===== src/rtl/sh_ifetch_queue_if.sv =====
// Bundle of the fetch-queue buses: instruction-memory port, PC redirect, and the
// opcode stream towards decode. The fetch queue takes the master view.
interface sh_ifetch_queue_if #(
    parameter int ADDR_WIDTH = 32,
    parameter int MEM_WIDTH  = 32
);
    logic                  mem_req;
    logic [ADDR_WIDTH-1:0] mem_addr;
    logic                  mem_gnt;
    logic                  mem_rvalid;
    logic [MEM_WIDTH-1:0]  mem_rdata;
    logic                  redir_valid;
    logic [ADDR_WIDTH-1:0] redir_pc;
    logic                  out_valid;
    logic [15:0]           out_instr;
    logic [ADDR_WIDTH-1:0] out_pc;
    logic                  out_ready;
    logic                  misalign_err;

    modport master (
        output mem_req, mem_addr, out_valid, out_instr, out_pc, misalign_err,
        input  mem_gnt, mem_rvalid, mem_rdata, redir_valid, redir_pc, out_ready
    );

    modport slave (
        input  mem_req, mem_addr, out_valid, out_instr, out_pc, misalign_err,
        output mem_gnt, mem_rvalid, mem_rdata, redir_valid, redir_pc, out_ready
    );
endinterface


===== src/rtl/sh_ifetch_queue.sv =====
// Instruction-fetch front end: fetches memory words, splits them into big-endian
// 16-bit opcodes and queues them with their PCs; redirects flush and discard stale data.
module sh_ifetch_queue #(
    parameter int                    ADDR_WIDTH   = 32,
    parameter int                    MEM_WIDTH    = 32,
    parameter int                    QUEUE_DEPTH  = 8,
    parameter int                    MAX_OUTST    = 2,
    parameter logic [ADDR_WIDTH-1:0] RESET_VECTOR = '0
) (
    input  logic                clk,
    input  logic                n_reset,
    sh_ifetch_queue_if.master   bus
);
    localparam int HW    = MEM_WIDTH / 16;
    localparam int BYTES = MEM_WIDTH / 8;
    localparam int OFF_W = $clog2(BYTES);
    localparam int IDX_W = $clog2(HW);
    localparam int PTR_W = $clog2(QUEUE_DEPTH);
    localparam int CNT_W = $clog2(QUEUE_DEPTH + 1);
    localparam int OUT_W = $clog2(MAX_OUTST + 1);
    localparam int SUM_W = CNT_W + OUT_W + IDX_W + 4;

    localparam logic [0:0] S_IDLE = 1'b0;
    localparam logic [0:0] S_PEND = 1'b1;

    function automatic logic [ADDR_WIDTH-1:0] word_of(input logic [ADDR_WIDTH-1:0] a);
        return {a[ADDR_WIDTH-1:OFF_W], {OFF_W{1'b0}}};
    endfunction

    logic [0:0]            state_q, state_d;
    logic [ADDR_WIDTH-1:0] req_addr_q, req_addr_d;
    logic                  pend_stale_q, pend_stale_d;
    logic [ADDR_WIDTH-1:0] fetch_pc_q, fetch_pc_d;
    logic [ADDR_WIDTH-1:0] resp_pc_q, resp_pc_d;
    logic [IDX_W-1:0]      skip_idx_q, skip_idx_d;
    logic [OUT_W-1:0]      outst_q, outst_d;
    logic [OUT_W-1:0]      discard_q, discard_d;
    logic [PTR_W-1:0]      rd_q, rd_d;
    logic [PTR_W-1:0]      wr_q, wr_d;
    logic [CNT_W-1:0]      count_q, count_d;
    logic                  misalign_q, misalign_d;

    logic [ADDR_WIDTH+15:0] fifo_mem [QUEUE_DEPTH];
    logic [15:0]            lane_instr [HW];
    logic [ADDR_WIDTH-1:0]  lane_pc [HW];

    logic                  redir;
    logic [ADDR_WIDTH-1:0] redir_pc_a;
    logic                  gnt_fire;
    logic                  rsp;
    logic                  push;
    logic                  pop;
    logic [CNT_W-1:0]      n_push;
    logic [SUM_W-1:0]      need_slots;
    logic                  credit_ok;

    assign redir      = bus.redir_valid;
    assign redir_pc_a = {bus.redir_pc[ADDR_WIDTH-1:1], 1'b0};
    assign gnt_fire   = (state_q == S_PEND) && bus.mem_gnt;
    assign rsp        = bus.mem_rvalid;
    assign push       = rsp && (discard_q == '0) && !redir;
    assign pop        = (count_q != '0) && bus.out_ready && !redir;
    assign n_push     = push ? (CNT_W'(HW) - CNT_W'(skip_idx_q)) : '0;

    // Reserve room for every response that could still land, so responses never stall.
    assign need_slots = SUM_W'(count_q) + SUM_W'(HW) * (SUM_W'(outst_q) + SUM_W'(1));
    assign credit_ok  = (SUM_W'(outst_q) < SUM_W'(MAX_OUTST)) &&
                        (need_slots <= SUM_W'(QUEUE_DEPTH));

    genvar gi;
    generate
        for (gi = 0; gi < HW; gi++) begin : g_lane
            assign lane_instr[gi] = bus.mem_rdata[MEM_WIDTH-1-16*gi -: 16];
            assign lane_pc[gi]    = resp_pc_q + ADDR_WIDTH'(2 * gi);
        end
    endgenerate

    always_comb begin
        state_d      = state_q;
        req_addr_d   = req_addr_q;
        pend_stale_d = pend_stale_q;
        fetch_pc_d   = fetch_pc_q;
        resp_pc_d    = resp_pc_q;
        skip_idx_d   = skip_idx_q;
        outst_d      = outst_q + OUT_W'(gnt_fire) - OUT_W'(rsp);
        discard_d    = discard_q;
        rd_d         = rd_q;
        wr_d         = wr_q;
        count_d      = count_q;
        misalign_d   = redir && bus.redir_pc[0];

        case (state_q)
            S_IDLE: begin
                if (!redir && credit_ok) begin
                    state_d      = S_PEND;
                    req_addr_d   = word_of(fetch_pc_q);
                    pend_stale_d = 1'b0;
                end
            end
            default: begin
                if (bus.mem_gnt) begin
                    state_d = S_IDLE;
                end
            end
        endcase

        // A held request issued before a redirect must not move fetch_pc when granted.
        if (redir) begin
            pend_stale_d = 1'b1;
            fetch_pc_d   = redir_pc_a;
        end else if (gnt_fire && !pend_stale_q) begin
            fetch_pc_d = req_addr_q + ADDR_WIDTH'(BYTES);
        end

        if (redir) begin
            discard_d = outst_q + OUT_W'(state_q == S_PEND) - OUT_W'(rsp);
        end else if (rsp && (discard_q != '0)) begin
            discard_d = discard_q - OUT_W'(1);
        end

        if (redir) begin
            resp_pc_d  = word_of(redir_pc_a);
            skip_idx_d = redir_pc_a[OFF_W-1:1];
        end else if (push) begin
            resp_pc_d  = resp_pc_q + ADDR_WIDTH'(BYTES);
            skip_idx_d = '0;
        end

        if (redir) begin
            rd_d    = '0;
            wr_d    = '0;
            count_d = '0;
        end else begin
            rd_d    = rd_q + PTR_W'(pop);
            wr_d    = wr_q + PTR_W'(n_push);
            count_d = count_q + n_push - CNT_W'(pop);
        end
    end

    always_ff @(posedge clk or negedge n_reset) begin
        if (!n_reset) begin
            state_q      <= S_IDLE;
            req_addr_q   <= word_of(RESET_VECTOR);
            pend_stale_q <= 1'b0;
            fetch_pc_q   <= RESET_VECTOR;
            resp_pc_q    <= word_of(RESET_VECTOR);
            skip_idx_q   <= RESET_VECTOR[OFF_W-1:1];
            outst_q      <= '0;
            discard_q    <= '0;
            rd_q         <= '0;
            wr_q         <= '0;
            count_q      <= '0;
            misalign_q   <= 1'b0;
        end else begin
            state_q      <= state_d;
            req_addr_q   <= req_addr_d;
            pend_stale_q <= pend_stale_d;
            fetch_pc_q   <= fetch_pc_d;
            resp_pc_q    <= resp_pc_d;
            skip_idx_q   <= skip_idx_d;
            outst_q      <= outst_d;
            discard_q    <= discard_d;
            rd_q         <= rd_d;
            wr_q         <= wr_d;
            count_q      <= count_d;
            misalign_q   <= misalign_d;
        end
    end

    // Kept halfwords are contiguous from skip_idx_q upward, so they pack densely at wr_q.
    always_ff @(posedge clk) begin
        if (push) begin
            for (int i = 0; i < HW; i++) begin
                if (i >= int'(skip_idx_q)) begin
                    fifo_mem[wr_q + PTR_W'(i) - PTR_W'(skip_idx_q)] <= {lane_pc[i], lane_instr[i]};
                end
            end
        end
    end

    assign bus.mem_req      = (state_q == S_PEND);
    assign bus.mem_addr     = req_addr_q;
    assign bus.out_valid    = (count_q != '0);
    assign bus.out_instr    = (count_q != '0) ? fifo_mem[rd_q][15:0] : 16'h0;
    assign bus.out_pc       = (count_q != '0) ? fifo_mem[rd_q][ADDR_WIDTH+15:16] : '0;
    assign bus.misalign_err = misalign_q;
endmodule


===== src/flat_wrapper.sv =====
// flat-port wrapper written by rule: the top's interface ports become plain ports
module sh_ifetch_queue_flat 
#(
    parameter int                    ADDR_WIDTH   = 32,
    parameter int                    MEM_WIDTH    = 32,
    parameter int                    QUEUE_DEPTH  = 8,
    parameter int                    MAX_OUTST    = 2,
    parameter logic [ADDR_WIDTH-1:0] RESET_VECTOR = '0
)
  (clk, n_reset, bus_mem_req, bus_mem_addr, bus_out_valid, bus_out_instr, bus_out_pc, bus_misalign_err, bus_mem_gnt, bus_mem_rvalid, bus_mem_rdata, bus_redir_valid, bus_redir_pc, bus_out_ready);
  sh_ifetch_queue_if #(.ADDR_WIDTH(ADDR_WIDTH), .MEM_WIDTH(MEM_WIDTH)) bus_i ();
  input  logic clk;
  input  logic n_reset;
  output wire logic [$bits(bus_i.mem_req)-1:0] bus_mem_req;
  output wire logic [$bits(bus_i.mem_addr)-1:0] bus_mem_addr;
  output wire logic [$bits(bus_i.out_valid)-1:0] bus_out_valid;
  output wire logic [$bits(bus_i.out_instr)-1:0] bus_out_instr;
  output wire logic [$bits(bus_i.out_pc)-1:0] bus_out_pc;
  output wire logic [$bits(bus_i.misalign_err)-1:0] bus_misalign_err;
  input wire logic [$bits(bus_i.mem_gnt)-1:0] bus_mem_gnt;
  input wire logic [$bits(bus_i.mem_rvalid)-1:0] bus_mem_rvalid;
  input wire logic [$bits(bus_i.mem_rdata)-1:0] bus_mem_rdata;
  input wire logic [$bits(bus_i.redir_valid)-1:0] bus_redir_valid;
  input wire logic [$bits(bus_i.redir_pc)-1:0] bus_redir_pc;
  input wire logic [$bits(bus_i.out_ready)-1:0] bus_out_ready;
  assign bus_mem_req = bus_i.mem_req;
  assign bus_mem_addr = bus_i.mem_addr;
  assign bus_out_valid = bus_i.out_valid;
  assign bus_out_instr = bus_i.out_instr;
  assign bus_out_pc = bus_i.out_pc;
  assign bus_misalign_err = bus_i.misalign_err;
  assign bus_i.mem_gnt = bus_mem_gnt;
  assign bus_i.mem_rvalid = bus_mem_rvalid;
  assign bus_i.mem_rdata = bus_mem_rdata;
  assign bus_i.redir_valid = bus_redir_valid;
  assign bus_i.redir_pc = bus_redir_pc;
  assign bus_i.out_ready = bus_out_ready;
  sh_ifetch_queue #(.ADDR_WIDTH(ADDR_WIDTH), .MEM_WIDTH(MEM_WIDTH), .QUEUE_DEPTH(QUEUE_DEPTH), .MAX_OUTST(MAX_OUTST), .RESET_VECTOR(RESET_VECTOR)) u_core (.clk(clk), .n_reset(n_reset), .bus(bus_i));
endmodule

===== config.mk =====
export PLATFORM = sky130hd
export DESIGN_NAME = sh_ifetch_queue_flat
export DESIGN_NICKNAME = d
export VERILOG_FILES = /design/src/rtl/sh_ifetch_queue_if.sv /design/src/rtl/sh_ifetch_queue.sv /design/src/flat_wrapper.sv
export SDC_FILE = /design/constraint.sdc
export NUM_CORES = 1
export LEC_CHECK = 0
export BUFFER_PORTS_ARGS = -buffer_cell sky130_fd_sc_hd__clkbuf_2
export CAP_MARGIN = 20
export CORE_MARGIN = 2
export CORE_UTILIZATION = 45
export DETAILED_ROUTE_END_ITERATION = 8
export GPL_ROUTABILITY_DRIVEN = 0
export PLACE_DENSITY_LB_ADDON = 0.12
export SETUP_SLACK_MARGIN = 0.3
export SLEW_MARGIN = 10
export SYNTH_ARGS = -nofsm -noshare
export SYNTH_HDL_FRONTEND = slang
export SYNTH_SLANG_ARGS = --single-unit

===== constraint.sdc =====
create_clock -name clk -period 12.5 [get_ports clk]
set_input_delay 3.75 -clock clk [delete_from_list [all_inputs] [get_ports clk]]
set_output_delay 3.75 -clock clk [all_outputs]
set_load 0.005 [all_outputs]

==> results.sh <==
export IMPL_ir_drop_uv=139.3
export IMPL_overflow=0
export IMPL_setup_worst_path_start="u_core.rd_q[0]"
export IMPL_synth_seq_cells=484
export IMPL_path_class="flop to primary output"
export IMPL_total_power_uw=4508
export IMPL_fp_dieArea_sq_um=51950
export IMPL_async_reset_ff_share_pct=22.31
export IMPL_die_w_microns=227.9
export IMPL_seq_area_sq_um=14000
export IMPL_final_min_clock_period_ns=7.802
export IMPL_highest_layer="met4"
export IMPL_worstPathMaxFanout=44
export IMPL_stdcell_count=2184
export IMPL_synthToLayoutAreaGrowth_pct=10.51
export IMPL_placedCellCount=2085
export IMPL_post_cts_buffers=0
export IMPL_hpwl_mm=30.95
export IMPL_final_hold_violation_count=0
export IMPL_drc=0
export IMPL_grt_pass1_wl_mm=77.98
export IMPL_grt_start_max_net_pins=89
export IMPL_multi_input_area_sq_um=7315
export IMPL_viasPerCell=5.413
export IMPL_yosysSeqAreaShare_pct=62.02
export IMPL_vias=11822
export IMPL_grtUsageTotal_pct=19.81
export IMPL_clock_skew_ns=0.02375
export IMPL_crit_top_cell="buf_4"
export IMPL_cp_slowest_stage_delay_ns=0.83
export IMPL_ys_types=49
export IMPL_m1WireLength_mm=22.73
export IMPL_routed_wl_mm=50.70
export IMPL_finalSetupViolCount=0
export IMPL_met3WireLength_mm=2.265
export IMPL_worst_slew_pin_slew_ns=1.114
export IMPL_finalMaxSlewViolations=0
export IMPL_mappedNetlistArea_sq_um=22560
export IMPL_first_pass_iters=5
export IMPL_core_sq_um=49860
export IMPL_ant_nets=0
export IMPL_max_freq_ghz=0.1282
export IMPL_startpoint_type="flop"
export IMPL_fin_area_sq_um=24940
export IMPL_synth_edf_count=376
export IMPL_cts_root_buffer="clkbuf_16"
export IMPL_synth_top_cell_area_share_pct=50.04
export IMPL_crit_slowest_cell="buf_4"
export IMPL_cp_data_required_time_ns=8.75
export IMPL_h_tree_depth=2
export IMPL_status="finished, final reports clean"
export IMPL_antenna_found_initial=0
export IMPL_critPathTopFamily="buffers and inverters"
export IMPL_drv_cap=0
export IMPL_cts_buffers=52
export IMPL_row_count=82
export IMPL_slew_headroom_pct=25.74
export IMPL_wl_met2_mm=24.70
export IMPL_critPathCaptureType="primary output"
export IMPL_synth_area_leader_cell="edfxtp_1"
export IMPL_start_util_pct=45.25
export IMPL_cp_cell_sequence="buf_4 > buf_4 > mux4_2 > mux2i_1 > nor2_1 > clkbuf_2"
export IMPL_ys_flop_type="edfxtp_1"
export IMPL_clock_sinks=484
export IMPL_timing_final_crit_share_pct=62.42
export IMPL_hp_class="flop to flop"
export IMPL_ys_top_cells_by_count="376 x edfxtp_1, 278 x clkbuf_1, 164 x mux2_2, 108 x dfrtp_1, 94 x mux4_2"
export IMPL_power_density_nw_per_um2=180.8
export IMPL_ys_top_cells_by_area="edfxtp_1 50%, dfrtp_1 12%, mux4_2 9.4%"
export IMPL_rsz0062_at_grt="false"
export IMPL_min_from="u_core.pend_stale_q"
export IMPL_clk_pin_slew_worst_paths_ns=0.06
export IMPL_r2r_start="u_core.skip_idx_q"
export IMPL_netlist_instances=1558
export IMPL_drive_gt1_share_pct=35.54
export IMPL_fin_nets=1565
export IMPL_fp_dieH_microns=227.9
export IMPL_p_leak_uw=0.008719
export IMPL_cts_path_max_buffers=3
export IMPL_drt_iter0_markers=651
export IMPL_postCtsHoldBufs=0
export IMPL_wire_per_inst_microns=23.22
export IMPL_io_pins=153
export IMPL_synth_warnings=0
export IMPL_whs_ns=0.4969
export IMPL_ctsResizeCount=0
export IMPL_clk_insertion_delay_late_ns=0.60
export IMPL_grt_pass1_vias=12477
export IMPL_place_area_sq_um=23220
export IMPL_post_synth_top_count_cell="edfxtp_1"
export IMPL_tns_ns=0
export IMPL_path_buf_inv=3
export IMPL_cts_tree="done"
export IMPL_cp_arrival_ns=4.05
export IMPL_fillers=4313
export IMPL_port_buffers=149
export IMPL_synth_avg_cell_area_sq_um=14.48
## flip-flops by register name, indices dropped and copies added, names as in the netlist
signal and flops:
u_core.skip_idx_q 1, u_core.fifo_mem 376, u_core.count_q 4, u_core.resp_pc_q 30, u_core.wr_q 3, u_core.bus.mem_addr 30
u_core.pend_stale_q 1, u_core.outst_q 2, u_core.bus.mem_req 1, u_core.discard_q 2, u_core.bus.misalign_err 1, u_core.fetch_pc_q 30
u_core.rd_q 3
## path summary, 6_finish.rpt
path                                      endpoint  slack [ns]  cells past startpoint
min in group asynchronous  u_core.bus.mem_addr[20]        3.25                      1
max in group asynchronous           u_core.rd_q[2]        8.00                      2
min                            u_core.pend_stale_q        0.50                      1
max reg2reg                 u_core.fifo_mem[7][23]        8.87                      7
max                                 bus_out_pc[12]        4.70                      6
min reg2reg                    u_core.pend_stale_q        0.50                      1
## kinds of logic (layout without fill, tap and decap cells)
kind of cell / Yosys count / after routing / share of synthesized area (%)
flip-flops: 484 / 484 / 62.02
buffers and inverters: 348 / 299 / 6.072
multiplexers: 312 / 312 / 19.96
AND/OR/NAND/NOR: 233 / 233 / 5.301
AO/OA/AOI/OAI: 83 / 83 / 2.246
XOR/XNOR: 70 / 70 / 2.784
adder cells (fa/ha/maj): 27 / 27 / 1.597
other: 1 / 4 / 0.01662
## stage by stage
stage	util [%]	setup slack, ns
after global placement	46.47	5.139
after global routing	50.00	4.317
final	50.01	4.698
after floorplan	-	4.110
after CTS	49.95	4.490
after detailed placement	46.56	5.146
## power breakdown
part | internal [uW] | leakage (uW) | total (uW) | switching, uW
sequential | 1890 | 0.00471 | 2050 | 158
combinational | 442 | 0.00317 | 920 | 478
clock | 903 | 0.000833 | 1530 | 631
## placed cells by master, fill, tap and decap left out, types with 35 or more instances in the layout
master       n
edfxtp_1   376
mux2_2     164
clkbuf_2   147
dfrtp_1    105
mux4_2      94
nor2_1      71
nand2_1     63
mux2i_1     54
clkbuf_16   53
xor2_1      40
o21ai_0     35
## area by class of cell
class,count,share of cell area (%)
Sequential cell,484,56.16
Multi-Input combinational cell,728,29.33
Clock buffer,67,5.530
Timing Repair Buffer,172,3.894
Tap cell,672,3.372
Clock inverter,30,1.244
Inverter,30,0.4516
Antenna cell,1,0.01004
## routing by layer
metal / track usage, % / up-vias
met5: 0 / -
met4: 5.413 / 0
met3: 3.188 / 63
met2: 32.97 / 263
met1: 27.18 / 6104
li1: - / 5392
No activity file was read; power rests on OpenSTA's default activity.
